[src/rtl/dist_ram_pkg.sv]
// rtl/dist_ram_pkg.sv - shared types and constants for the multi-read-port distributed RAM
package dist_ram_pkg;

    // Sweep FSM: CLEAR writes INIT_VALUE to every word, IDLE serves user traffic.
    typedef enum logic {
        RAM_CLEAR,
        RAM_IDLE
    } ram_state_t;

    localparam int DIST_RAM_DEFAULT_DEPTH = 32;
    localparam int DIST_RAM_DEFAULT_LAST  = DIST_RAM_DEFAULT_DEPTH - 1;

    // Last address the clear sweep writes before returning to IDLE.
    function automatic int sweep_last_addr(input int depth);
        return depth - 1;
    endfunction

endpackage

[src/rtl/dist_ram_rd_port.sv]
// rtl/dist_ram_rd_port.sv - one registered read port: range check, optional bypass, output/valid register
//
// Build option: DIST_RAM_BYPASS_EN (defined = write-first forwarding, undefined = read-first)
//
// Ports:
//   clk, rst   clock, asynchronous active-high reset
//   rd_en      read strobe, already blocked by the top while the sweep runs
//   rd_addr    read address
//   mem_word   array contents at rd_addr (old contents this cycle)
//   wr_en      effective user write this cycle
//   wr_addr    user write address
//   wr_data    user write data
//   data_out   registered read data, holds while rd_en is low
//   rd_valid   single-cycle pulse one cycle after rd_en
module dist_ram_rd_port #(
    parameter int DATA_WIDTH    = 8,
    parameter int DATA_DEPTH    = 32,
    parameter int ADDRESS_WIDTH = 5
) (
    input  logic                     clk,
    input  logic                     rst,
    input  logic                     rd_en,
    input  logic [ADDRESS_WIDTH-1:0] rd_addr,
    input  logic [DATA_WIDTH-1:0]    mem_word,
    input  logic                     wr_en,
    input  logic [ADDRESS_WIDTH-1:0] wr_addr,
    input  logic [DATA_WIDTH-1:0]    wr_data,
    output logic [DATA_WIDTH-1:0]    data_out,
    output logic                     rd_valid
);

    logic                  in_range;
    logic [DATA_WIDTH-1:0] rd_word;

    assign in_range = (32'(rd_addr) < DATA_DEPTH);

`ifdef DIST_RAM_BYPASS_EN
    // Write-first: a same-cycle write to the addressed word is forwarded.
    always_comb begin
        rd_word = mem_word;
        if (wr_en && (wr_addr == rd_addr)) begin
            rd_word = wr_data;
        end
    end
`else
    logic unused_wr;
    assign unused_wr = ^{wr_en, wr_addr, wr_data};
    assign rd_word   = mem_word;
`endif

    always_ff @(posedge clk or posedge rst) begin
        if (rst) begin
            data_out <= '0;
            rd_valid <= 1'b0;
        end else begin
            rd_valid <= rd_en;
            if (rd_en) begin
                // Addresses past the end of the store read as zero.
                data_out <= in_range ? rd_word : '0;
            end
        end
    end

endmodule

[src/rtl/dist_ram_mp.sv]
// rtl/dist_ram_mp.sv - distributed RAM, one write port, NUM_READ_PORTS registered read ports, clear sweep
//
// Build option: DIST_RAM_BYPASS_EN (read-during-write forwarding inside each read port)
//
// Ports:
//   clk, rst   clock, asynchronous active-high reset
//   init_req   start a clear sweep, honoured only in IDLE
//   busy       high while the clear sweep runs
//   write_en   write strobe; in_addr / data_in write address and data
//   rd_en      per-port read strobe
//   out_addr   packed read addresses, port i = slice i
//   data_out   packed registered read data
//   rd_valid   per-port valid, one cycle after rd_en
module dist_ram_mp
    import dist_ram_pkg::*;
#(
    parameter int                    DATA_WIDTH     = 8,
    parameter int                    DATA_DEPTH     = DIST_RAM_DEFAULT_DEPTH,
    parameter int                    ADDRESS_WIDTH  = $clog2(DATA_DEPTH),
    parameter int                    NUM_READ_PORTS = 2,
    parameter logic [DATA_WIDTH-1:0] INIT_VALUE     = '0
) (
    input  logic                                     clk,
    input  logic                                     rst,
    input  logic                                     init_req,
    output logic                                     busy,
    input  logic                                     write_en,
    input  logic [ADDRESS_WIDTH-1:0]                 in_addr,
    input  logic [DATA_WIDTH-1:0]                    data_in,
    input  logic [NUM_READ_PORTS-1:0]                rd_en,
    input  logic [NUM_READ_PORTS*ADDRESS_WIDTH-1:0]  out_addr,
    output logic [NUM_READ_PORTS*DATA_WIDTH-1:0]     data_out,
    output logic [NUM_READ_PORTS-1:0]                rd_valid
);

    localparam logic [ADDRESS_WIDTH-1:0] LAST_ADDR =
        ADDRESS_WIDTH'(sweep_last_addr(DATA_DEPTH));

    logic [DATA_WIDTH-1:0]    mem [DATA_DEPTH];
    ram_state_t               state;
    logic [ADDRESS_WIDTH-1:0] sweep_cnt;
    logic                     user_we;

    assign busy = (state == RAM_CLEAR);

    // A user write lands only in IDLE, loses to a same-cycle init_req,
    // and is dropped when it points past the end of the store.
    assign user_we = write_en && !busy && !init_req &&
                     (32'(in_addr) < DATA_DEPTH);

    // Storage has no reset; the sweep is what gives it defined contents.
    always_ff @(posedge clk) begin
        if (busy) begin
            mem[sweep_cnt] <= INIT_VALUE;
        end else if (user_we) begin
            mem[in_addr] <= data_in;
        end
    end

    always_ff @(posedge clk or posedge rst) begin
        if (rst) begin
            state     <= RAM_CLEAR;
            sweep_cnt <= '0;
        end else begin
            case (state)
                RAM_CLEAR: begin
                    if (sweep_cnt == LAST_ADDR) begin
                        state     <= RAM_IDLE;
                        sweep_cnt <= '0;
                    end else begin
                        sweep_cnt <= sweep_cnt + 1'b1;
                    end
                end
                RAM_IDLE: begin
                    if (init_req) begin
                        state     <= RAM_CLEAR;
                        sweep_cnt <= '0;
                    end
                end
                default: begin
                    state     <= RAM_CLEAR;
                    sweep_cnt <= '0;
                end
            endcase
        end
    end

    for (genvar i = 0; i < NUM_READ_PORTS; i++) begin : g_rd
        logic [ADDRESS_WIDTH-1:0] addr_i;
        assign addr_i = out_addr[i*ADDRESS_WIDTH +: ADDRESS_WIDTH];

        dist_ram_rd_port #(
            .DATA_WIDTH    (DATA_WIDTH),
            .DATA_DEPTH    (DATA_DEPTH),
            .ADDRESS_WIDTH (ADDRESS_WIDTH)
        ) u_rd_port (
            .clk      (clk),
            .rst      (rst),
            .rd_en    (rd_en[i] && !busy),
            .rd_addr  (addr_i),
            .mem_word (mem[addr_i]),
            .wr_en    (user_we),
            .wr_addr  (in_addr),
            .wr_data  (data_in),
            .data_out (data_out[i*DATA_WIDTH +: DATA_WIDTH]),
            .rd_valid (rd_valid[i])
        );
    end

endmodule

[config.mk]
export PLATFORM = sky130hd
export DESIGN_NAME = dist_ram_mp
export DESIGN_NICKNAME = d
export VERILOG_FILES = /design/src/rtl/dist_ram_pkg.sv /design/src/rtl/dist_ram_rd_port.sv /design/src/rtl/dist_ram_mp.sv
export SDC_FILE = /design/constraint.sdc
export NUM_CORES = 1
export LEC_CHECK = 0
export ABC_AREA = 1
export BUFFER_PORTS_ARGS = -buffer_cell sky130_fd_sc_hd__buf_2
export CORE_ASPECT_RATIO = 1.1
export CORE_MARGIN = 2
export CORE_UTILIZATION = 58
export CTS_BUF_LIST = sky130_fd_sc_hd__clkbuf_8
export CTS_CLUSTER_DIAMETER = 60
export DETAILED_ROUTE_END_ITERATION = 10
export GPL_TIMING_DRIVEN = 1
export PLACE_DENSITY = 0.75
export SYNTH_ARGS = -nofsm -noshare
export SYNTH_HDL_FRONTEND = slang
export SYNTH_SLANG_ARGS = --single-unit
[constraint.sdc]
create_clock -name clk -period 6 [get_ports clk]
set_clock_uncertainty 0.05 [all_clocks]
set_input_delay 1.2 -clock clk [delete_from_list [all_inputs] [get_ports clk]]
set_output_delay 1.2 -clock clk [all_outputs]
set_load 0.02 [all_outputs]
==> results.json, run 1 <==
{
  "grt_pass1_wl_um": 65900,
  "post-cts-setup-buffer-count": 0,
  "multiInputGateArea_um2": 5180,
  "cts_tree": "done",
  "critPathKind": "input port to flop",
  "fin_nets": 1650,
  "worst_ep_required_time_ns": 6.41,
  "cts_resized": 0,
  "regArea_um2": 8290,
  "ys_seq_elements": 280,
  "synth-seq-area-share": 0.588,
  "worst_pin_slew_ns": 1.23,
  "syn_inst": 1617,
  "grt_pass1_vias": 12000,
  "core_um2": 23800,
  "place.gp.congestion": 0.900,
  "overflow": 0,
  "crit_arrival_ns": 3.58,
  "grt_max_degree": 81,
  "layout_commonest_cell": "nand2_1",
  "layout_common_cells": "692 x nand2_1, 433 x nand3_1, 256 x edfxtp_1, 48 x inv_1, 46 x clkbuf_8",
  "slew_headroom": 0.178,
  "slew_viol_final": 0,
  "cts_sinks": 280,
  "die_w_um": 153,
  "rsz0062_at_grt": "no",
  "wirelength_um": 42700,
  "p_leak_nw": 6.30,
  "areaGrowthSynthToFinish_pct": 7.55,
  "ir_drop_mv": 0.382,
  "ios": 48,
  "powerDensity_nw_per_um2": 339,
  "critPathLaunchType": "input port",
  "drt_iter0_markers": 1764,
  "drc": 0,
  "critPathCaptureType": "flop",
  "worstPathMaxFanout": 76,
  "hpwl_um": 25500,
  "tns_ns": 0,
  "status": "completed",
  "hold_class": "flop to flop",
  "drive_above_1_share": 0.0878,
  "cts_max_level": 2,
  "yosysWarnings": 0,
  "die_y_um": 167,
  "rows": 59,
  "fin_crit_ns": 3.17,
  "port_buffers": 47,
  "antenna_found_initial": 0,
  "clock.fmax_ghz": 0.315,
  "antenna_cells": 0,
  "r2r_start": "state",
  "ctsRootBufferMaster": "clkbuf_8",
  "vias_per_cell": 6.28,
  "hold_ws_ns": 0.444,
  "fillers": 1976,
  "synth_cell_type_count": 25,
  "maxCapViolCount": 0,
  "cts_made_buffers": 44,
  "clk_pin_slew_ns": 0.06,
  "die_area_um2": 25600,
  "setup_viol": 0,
  "start_util": 0.593,
  "syn_area_per_cell_um2": 8.71,
  "hold_viol_final": 0,
  "cts_buffer_depth": 3,
  "syn_nets": 1648,
  "first_pass_iters": 7,
  "drtAntennaViolNets": 0,
  "min_period_over_period": 0.528,
  "postCtsHoldBufs": 0,
  "gr-usage-all-layers": 0.331,
  "vias": 12300,
  "clock_latency_ns": 0.57,
  "min_from": "g_rd[0].u_rd_port.data_out[2]",
  "syn_area_um2": 14100,
  "wl_per_cell_um": 21.8,
  "cp-startpoint": "out_addr[5]"
}
[layout make-up]
type,instances,share of cell area
Multi-Input combinational cell,1194,0.342
Sequential cell,280,0.547
Timing Repair Buffer,64,0.0259
Inverter,35,0.00933
Clock buffer,46,0.0418
Tap cell,305,0.0252
Clock inverter,32,0.00867
[metal layers]
| layer | routed length, µm | share of wire | vias to the layer above | track usage |
|---|---|---|---|---|
| li1 | - | - | 5464 | - |
| met1 | 15500 | 0.36 | 5715 | 0.441 |
| met2 | 19700 | 0.46 | 938 | 0.519 |
| met3 | 5290 | 0.12 | 162 | 0.0642 |
| met4 | 2280 | 0.053 | 0 | 0.179 |
| met5 | 0 | 0 | - | 0 |
[flip-flops by register name, indices dropped and copies added, names as in the netlist]
name,cells
g_rd.u_rd_port.data_out,16
g_rd.u_rd_port.rd_valid,2
mem,256
state,1
sweep_cnt,5
[cells in the mapped netlist]
| cell type | number | area (µm²) |
|---|---|---|
| o21ai_0 | 4 | 20.0 |
| o21ai_2 | 5 | 43.8 |
| xor2_1 | 1 | 8.76 |
| clkinv_1 | 2 | 7.51 |
| nand2_1 | 692 | 2600 |
| buf_1 | 5 | 18.8 |
| inv_2 | 4 | 15.0 |
| nand2_2 | 2 | 12.5 |
| nor2_2 | 2 | 12.5 |
| buf_6 | 2 | 22.5 |
| a21oi_1 | 1 | 5.00 |
| nand2_8 | 1 | 20.0 |
| nor2_1 | 45 | 169 |
| edfxtp_1 | 256 | 7690 |
| o22ai_1 | 1 | 6.26 |
| clkbuf_1 | 29 | 109 |
| buf_2 | 70 | 350 |
| nand3_2 | 4 | 40.0 |
| inv_1 | 28 | 105 |
| nand3_1 | 433 | 2170 |
| buf_4 | 2 | 15.0 |
| dfrtp_1 | 24 | 601 |
| inv_6 | 1 | 8.76 |
| nor2_8 | 1 | 20.0 |
| ha_1 | 2 | 25.0 |
[cells by family after synthesis]
family                     share of synthesized area
and+or+nand+nor                                0.358
DFF                                            0.588
buffers and inverters                         0.0463
AOI/OAI and AO/OA                            0.00533
adders and majority gates                    0.00178
xor gates and xnor gates                    0.000622
[critical path, cell delays in order]
cell	delay (ns)
buf_4	0.67
inv_4	0.53
buf_12	0.38
nand2_1	0.09
nand3_1	0.06
nand3_1	0.14
nand2_1	0.08
nand2_1	0.06
nand3_1	0.11
nand3_1	0.12
nand2_1	0.07
[stage by stage]
| step | utilization | power (mW) | setup WS, ns | cells | cell area, µm² |
|---|---|---|---|---|---|
| 2_1_floorplan | - | 3.26 | 3.26 | 1617 | 14100 |
| 3_3_place_gp | 0.605 | 3.64 | 2.31 | 1878 | 14400 |
| 3_5_place_dp | 0.605 | 3.67 | 2.32 | 1878 | 14400 |
| 4_1_cts | 0.637 | 5.10 | 2.91 | 1956 | 15200 |
| 5_1_grt | 0.637 | 5.32 | 2.72 | 1956 | 15200 |
| 6_report | 0.637 | 5.13 | 2.83 | 1956 | 15200 |
[final timing paths]
path / endpoint / slack [ns] / depth (start not counted)
worst max-delay path: g_rd[1].u_rd_port.data_out[4] / 2.83 / 11
worst min-delay path: g_rd[0].u_rd_port.data_out[2] / 0.44 / 2
worst max register to register: mem[31][5] / 2.98 / 8
worst min register to register: g_rd[0].u_rd_port.data_out[2] / 0.44 / 2
max in group asynchronous: g_rd[1].u_rd_port.data_out[2] / 4.26 / 2
min in group asynchronous: g_rd[1].u_rd_port.data_out[0] / 0.89 / 2
[power by group]
| group | internal (mW) | switching, mW | total (mW) |
|---|---|---|---|
| registers | 2.41 | 0.154 | 2.56 |
| clock network | 0.706 | 0.759 | 1.47 |
| logic | 0.276 | 0.828 | 1.10 |
| total | 3.39 | 1.74 | 5.13 |
(Power assumes the default switching activity.)
==> run 2: changes to the inputs <==
ABC_AREA = 0   (was 1)
PLACE_DENSITY = 0.78   (was 0.75)
clock period = 2.9 ns   (was 6 ns; I/O delays follow)
==> results.json, run 2 <==
{
  "areaGrowthSynthToFinish_pct": 12.6,
  "antenna_found_initial": 0,
  "grt_pass1_wl_um": 54100,
  "cts_sinks": 280,
  "fin_util": 0.668,
  "hpwl_um": 24900,
  "power_switching_mw": 3.25,
  "cts_max_level": 2,
  "maxCapViolCount": 0,
  "drive_above_1_share": 0.218,
  "hold_viol_final": 0,
  "slew_viol_final": 0,
  "syn_area_per_cell_um2": 14.8,
  "synthMostInstantiatedCell": "mux2i_1",
  "critPathLaunchType": "flop",
  "overflow": 0,
  "netSwitchingFraction": 0.303,
  "min_period_over_period": 0.800,
  "worstPathMaxFanout": 10,
  "drt_iter0_markers": 1193,
  "cts_tree": "done",
  "critPathKind": "flop to flop",
  "clock.fmax_ghz": 0.431,
  "post-cts-setup-buffer-count": 0,
  "yosys_most_used_dff": "edfxtp_1",
  "synth.area.top_cells": "edfxtp_1 56%, mux2i_1 19%, dfrtp_1 4.4%",
  "p_leak_nw": 6.13,
  "synth_commonest_cells": "258 x mux2i_1, 256 x edfxtp_1, 64 x a22oi_1, 38 x nor2_1, 35 x a21oi_1",
  "place.gp.congestion": 0.909,
  "cts_made_buffers": 43,
  "antenna_cells": 0,
  "slew_headroom": 0.346,
  "cts_resized": 0,
  "die_area_um2": 24800,
  "async_flop_share": 0.0857,
  "rows": 58,
  "vias_per_cell": 6.63,
  "clk_pin_slew_ns": 0.06,
  "p_total_mw": 10.7,
  "synth_xor_area_frac": 0.00128,
  "yosysWarnings": 0,
  "drtAntennaViolNets": 0,
  "wirelength_um": 36600,
  "largest_reg_flops": 256,
  "grt_pass1_vias": 8973,
  "start_util": 0.593,
  "fin_crit_ns": 2.32,
  "syn_inst": 919,
  "dp_slack_ns": 0.150,
  "setup_slack_ns": 0.580,
  "synth_compound_area_frac": 0.128,
  "place_inst": 1285,
  "tns_ns": 0,
  "synth_top_family_by_area": "multiplexers",
  "reg_top3": "mem (256), g_rd.u_rd_port.data_out (16), sweep_cnt (5)",
  "worst_pin_slew_ns": 0.977,
  "port_buffers": 47,
  "crit_arrival_ns": 2.57,
  "core_um2": 23000,
  "ir_drop_mv": 0.451,
  "synth_top_area_cell": "edfxtp_1",
  "synth-seq-area-share": 0.608,
  "setup_viol": 0,
  "synth-edff-count": 256,
  "synth-adder-area-share": 0.00183,
  "clock_latency_ns": 0.56,
  "final_cells": 1364,
  "die_w_um": 150,
  "intPower_mw": 7.46,
  "layout_common_cells": "258 x mux2i_1, 256 x edfxtp_1, 79 x buf_4, 64 x a22oi_1",
  "die_y_um": 165,
  "share_comb_of_total_power": 0.218,
  "ios": 48,
  "cts_buffer_depth": 3,
  "wl_per_cell_um": 26.8,
  "postCtsHoldBufs": 0,
  "seqPwrFrac": 0.492,
  "synth_cell_type_count": 41,
  "status": "completed",
  "ctsRootBufferMaster": "clkbuf_8",
  "powerDensity_nw_per_um2": 697,
  "muxShareOfSynthArea": 0.191,
  "grt_max_degree": 40,
  "rsz0062_at_grt": "no",
  "synth_top_area_share": 0.564,
  "clockPowerShare": 0.290,
  "hold_class": "input port to async pin",
  "syn_area_um2": 13600,
  "ys_seq_elements": 280,
  "layout_commonest_cell": "mux2i_1",
  "syn_nets": 950,
  "worst_ep_required_time_ns": 3.15,
  "synth-simple-area-share": 0.0334,
  "regMostFlops": "mem",
  "fin_nets": 1061,
  "drc": 0,
  "vias": 9045,
  "critPathCaptureType": "flop",
  "gr-usage-all-layers": 0.301,
  "first_pass_iters": 6
}
==> run 2: cell count changes after synthesis, moves of 22 or more <==
cell	previous run	this run
nand3_1	433	3
inv_1	28	6
nand2_1	692	29
a21oi_1	1	35
a22o_1	0	32
a22oi_1	0	64
mux2i_1	0	258
buf_2	70	7
==> run 2: cell families after synthesis <==
group,after synthesis
AND/OR/NAND/NOR,100
multiplexers,260
flip-flops,280
adder cells (fa/ha/maj),2
AO/OA/AOI/OAI,202
buffers and inverters,73
XOR/XNOR,2
==> run 2: metrics by stage <==
step | area (µm²) | hold WS [ns]
2_1_floorplan | 13600 | 0.498
3_3_place_gp | 14500 | 0.425
3_5_place_dp | 14500 | 0.439
4_1_cts | 15400 | 0.0361
5_1_grt | 15400 | 0.0712
6_report | 15400 | 0.0490
==> run 2: worst paths after layout <==
| check | startpoint | end | slack [ns] | depth (start not counted) |
|---|---|---|---|---|
| min in group clk | init_req | sweep_cnt[3] | 0.24 | 2 |
| max in group asynchronous | rst | g_rd[1].u_rd_port.data_out[3] | 2.43 | 3 |
| worst min-delay path | rst | sweep_cnt[4] | 0.05 | 3 |
| worst max-delay path | state | mem[27][6] | 0.58 | 6 |
| worst max register to register | state | mem[27][6] | 0.58 | 6 |
| worst min register to register | g_rd[1].u_rd_port.data_out[1] | g_rd[1].u_rd_port.data_out[1] | 0.44 | 2 |
==> run 2: cell type report <==
class | count | area, µm²
clock buffers | 45 | 619
inverters | 6 | 22.5
multi-input cells | 566 | 4870
well taps | 300 | 375
clock inverters | 34 | 203
repair buffers | 133 | 981
fillers | 1620 | 7640
flip-flops and latches | 280 | 8290
==> run 2: metal layers <==
layer	part of all wire	wire (µm)	global-route usage	vias up
li1	-	-	-	3927
met1	0.40	14800	0.415	4437
met2	0.46	16900	0.471	571
met3	0.088	3230	0.0528	110
met4	0.047	1700	0.141	0
met5	0	0	0	-
==> run 2: critical path, stage by stage (launching register included) <==
cell     delay (ns)
dfrtp_1        0.37
and3b_1        0.27
buf_4          0.20
a32oi_2        0.68
buf_4          0.27
nor2_1         0.05
buf_4          0.18
==> run 2: power by group through the flow <==
stage / registers (mW) / logic (mW) / clock network [mW]
CTS: 5.25 / 2.31 / 3.14
global route: 5.29 / 2.46 / 3.32
detailed placement: 5.33 / 2.30 / 0
floorplan: 5.35 / 1.32 / 0
global placement: 5.31 / 2.26 / 0
finish: 5.27 / 2.33 / 3.11
==> run 3: changes to the inputs <==
PLACE_DENSITY = 0.75   (was 0.78)
clock period = 2.3 ns   (was 2.9 ns; I/O delays follow)
==> results.json, run 3 (synthesis gave the netlist of run 2 again) <==
{
  "rows": 58,
  "rr_endpoint": "mem[25][0]",
  "p_leak_nw": 6.32,
  "worst_ep_required_time_ns": 2.51,
  "grt_max_degree": 33,
  "gr-usage-met1": 0.403,
  "intPower_mw": 9.61,
  "grt_pass1_wl_um": 52800,
  "regArea_um2": 8290,
  "clockPowerShare": 0.293,
  "hold_ws_ns": 0.268,
  "powerDensity_nw_per_um2": 866,
  "regMostFlops": "mem",
  "vias": 8923,
  "share_comb_of_total_power": 0.223,
  "min_period_over_period": 0.942,
  "drive_above_1_share": 0.241,
  "cts_max_level": 2,
  "ios": 48,
  "busiest_layer": "met2",
  "ir_drop_mv": 0.645,
  "gr-usage-all-layers": 0.290,
  "layout_commonest_cell": "mux2i_1",
  "wirelength_um": 35200,
  "setup_slack_ns": 0.133,
  "rsz0062_at_grt": "no",
  "critPathKind": "flop to flop",
  "areaGrowthSynthToFinish_pct": 15.7,
  "place.gp.congestion": 0.970,
  "final_cells": 1383,
  "worst_pin_slew_ns": 0.907,
  "r2r_start": "state",
  "grt_pass1_vias": 8889,
  "overflow": 0,
  "min_from": "init_req",
  "drt_iter0_markers": 919,
  "cp_slowest_cell": "or3_1",
  "port_buffers": 47,
  "die_w_um": 150,
  "grt_use_met2": 0.458,
  "largest_reg_flops": 256,
  "start_util": 0.593,
  "wl_per_cell_um": 25.5,
  "place_inst": 1309,
  "cp_slowest_stage_delay_ns": 0.43,
  "hold_viol_final": 0,
  "maxCapViolCount": 0,
  "reg_top3": "mem (256), g_rd.u_rd_port.data_out (16), sweep_cnt (5)",
  "cts_tree": "done",
  "multiInputGateArea_um2": 4890,
  "cts_sinks": 280,
  "cts_buffer_depth": 3,
  "hold_end": "sweep_cnt[4]",
  "fillers": 1592,
  "critPathLaunchType": "flop",
  "rr_worst_depth": 5,
  "power_switching_mw": 4.05,
  "crit_arrival_ns": 2.38,
  "die_area_um2": 24800,
  "netSwitchingFraction": 0.296,
  "crit_chain": "and3b_2 > mux2_4 > or3_1 > nor2_1 > buf_4",
  "status": "completed",
  "drc": 0,
  "slew_viol_final": 0,
  "ctsRootBufferMaster": "clkbuf_8",
  "clock_latency_ns": 0.56,
  "worstPathMaxFanout": 8,
  "clk_pin_slew_ns": 0.06,
  "slew_headroom": 0.392,
  "vias_per_cell": 6.45,
  "use_met3": 0.0459,
  "core_um2": 23000,
  "cts_made_buffers": 43,
  "seqPwrFrac": 0.484,
  "fin_nets": 1086,
  "antenna_cells": 0,
  "first_pass_iters": 6,
  "hold_depth": 4,
  "dp_slack_ns": -0.113,
  "critPathCaptureType": "flop",
  "reg2reg_slack_ns": 0.13,
  "antenna_found_initial": 0,
  "setup_viol": 0,
  "hpwl_um": 24400,
  "die_y_um": 165,
  "hold_class": "input port to flop",
  "drtAntennaViolNets": 0,
  "layout_common_cells": "257 x mux2i_1, 256 x edfxtp_1, 86 x buf_4, 64 x a22oi_1",
  "clock.fmax_ghz": 0.462,
  "fin_crit_ns": 2.17
}
-- run 3: cell types whose count changed in the layout (fill, tap and decap cells not counted), sizes merged --
cell / previous run / this run
clkinvlp: 2 / 0
clkinv: 13 / 10
bufinv: 2 / 3
inv: 23 / 21
dlygate4sd3: 0 / 1
buf: 133 / 157
-- run 3: area by class of cell --
class | instances | area share
inverter | 6 | 0.00143
clock inverter | 28 | 0.0130
multi-input combinational | 566 | 0.310
tap | 300 | 0.0238
sequential | 280 | 0.525
clock buffer | 45 | 0.0392
timing repair buffer | 158 | 0.0877
-- run 3: worst max path at each step --
stage | cells after the start | slack (ns) | start | to
2_1_floorplan | 5 | -0.008 | init_req | mem[25][0]
3_3_place_gp | 6 | -0.06 | init_req | mem[25][6]
3_5_place_dp | 7 | -0.11 | init_req | mem[13][2]
4_1_cts | 5 | 0.009 | state | mem[25][2]
5_1_grt | 6 | 0.01 | state | mem[15][2]
6_report | 5 | 0.13 | state | mem[25][0]
-- run 3: what timing repair did --
action,CTS,global route
hold endpoints to repair,24,0
hold buffers,1,0
endpoints found under the setup margin,0,195
resized for setup,0,5
buffers inserted,0,0
-- run 3: power by group through the flow --
stage / clock (mW) / combinational [mW] / sequential [mW]
after global routing: 4.26 / 3.23 / 6.65
after CTS: 4.05 / 2.99 / 6.60
after floorplan: 0 / 1.66 / 6.74
after detailed placement: 0 / 2.97 / 6.70
after global placement: 0 / 2.90 / 6.68
final: 4.00 / 3.05 / 6.61
-- run 3: per-layer routing --
layer | vias to the layer above | wire length (µm)
li1 | 3961 | -
met1 | 4407 | 14700
met2 | 471 | 16400
met3 | 84 | 2680
met4 | 0 | 1400
met5 | - | 0
-- run 3: critical path, delay by kind of cell (launching register included) --
kind,cells,cell delay (ns)
simple gates,3,0.92
flops,1,0.40
mux,1,0.32
buf+inv,1,0.20
-- run 3: metrics by stage --
step                cell area (µm²)   util  setup TNS, ns  power (mW)
floorplan                     13600      -         -0.128        8.40
global placement              14900  0.649          -5.27        9.58
detailed placement            14900  0.649         -15.24        9.67
CTS                           15800  0.685              0        13.6
global route                  15800  0.686              0        14.2
finish                        15800  0.686              0        13.7
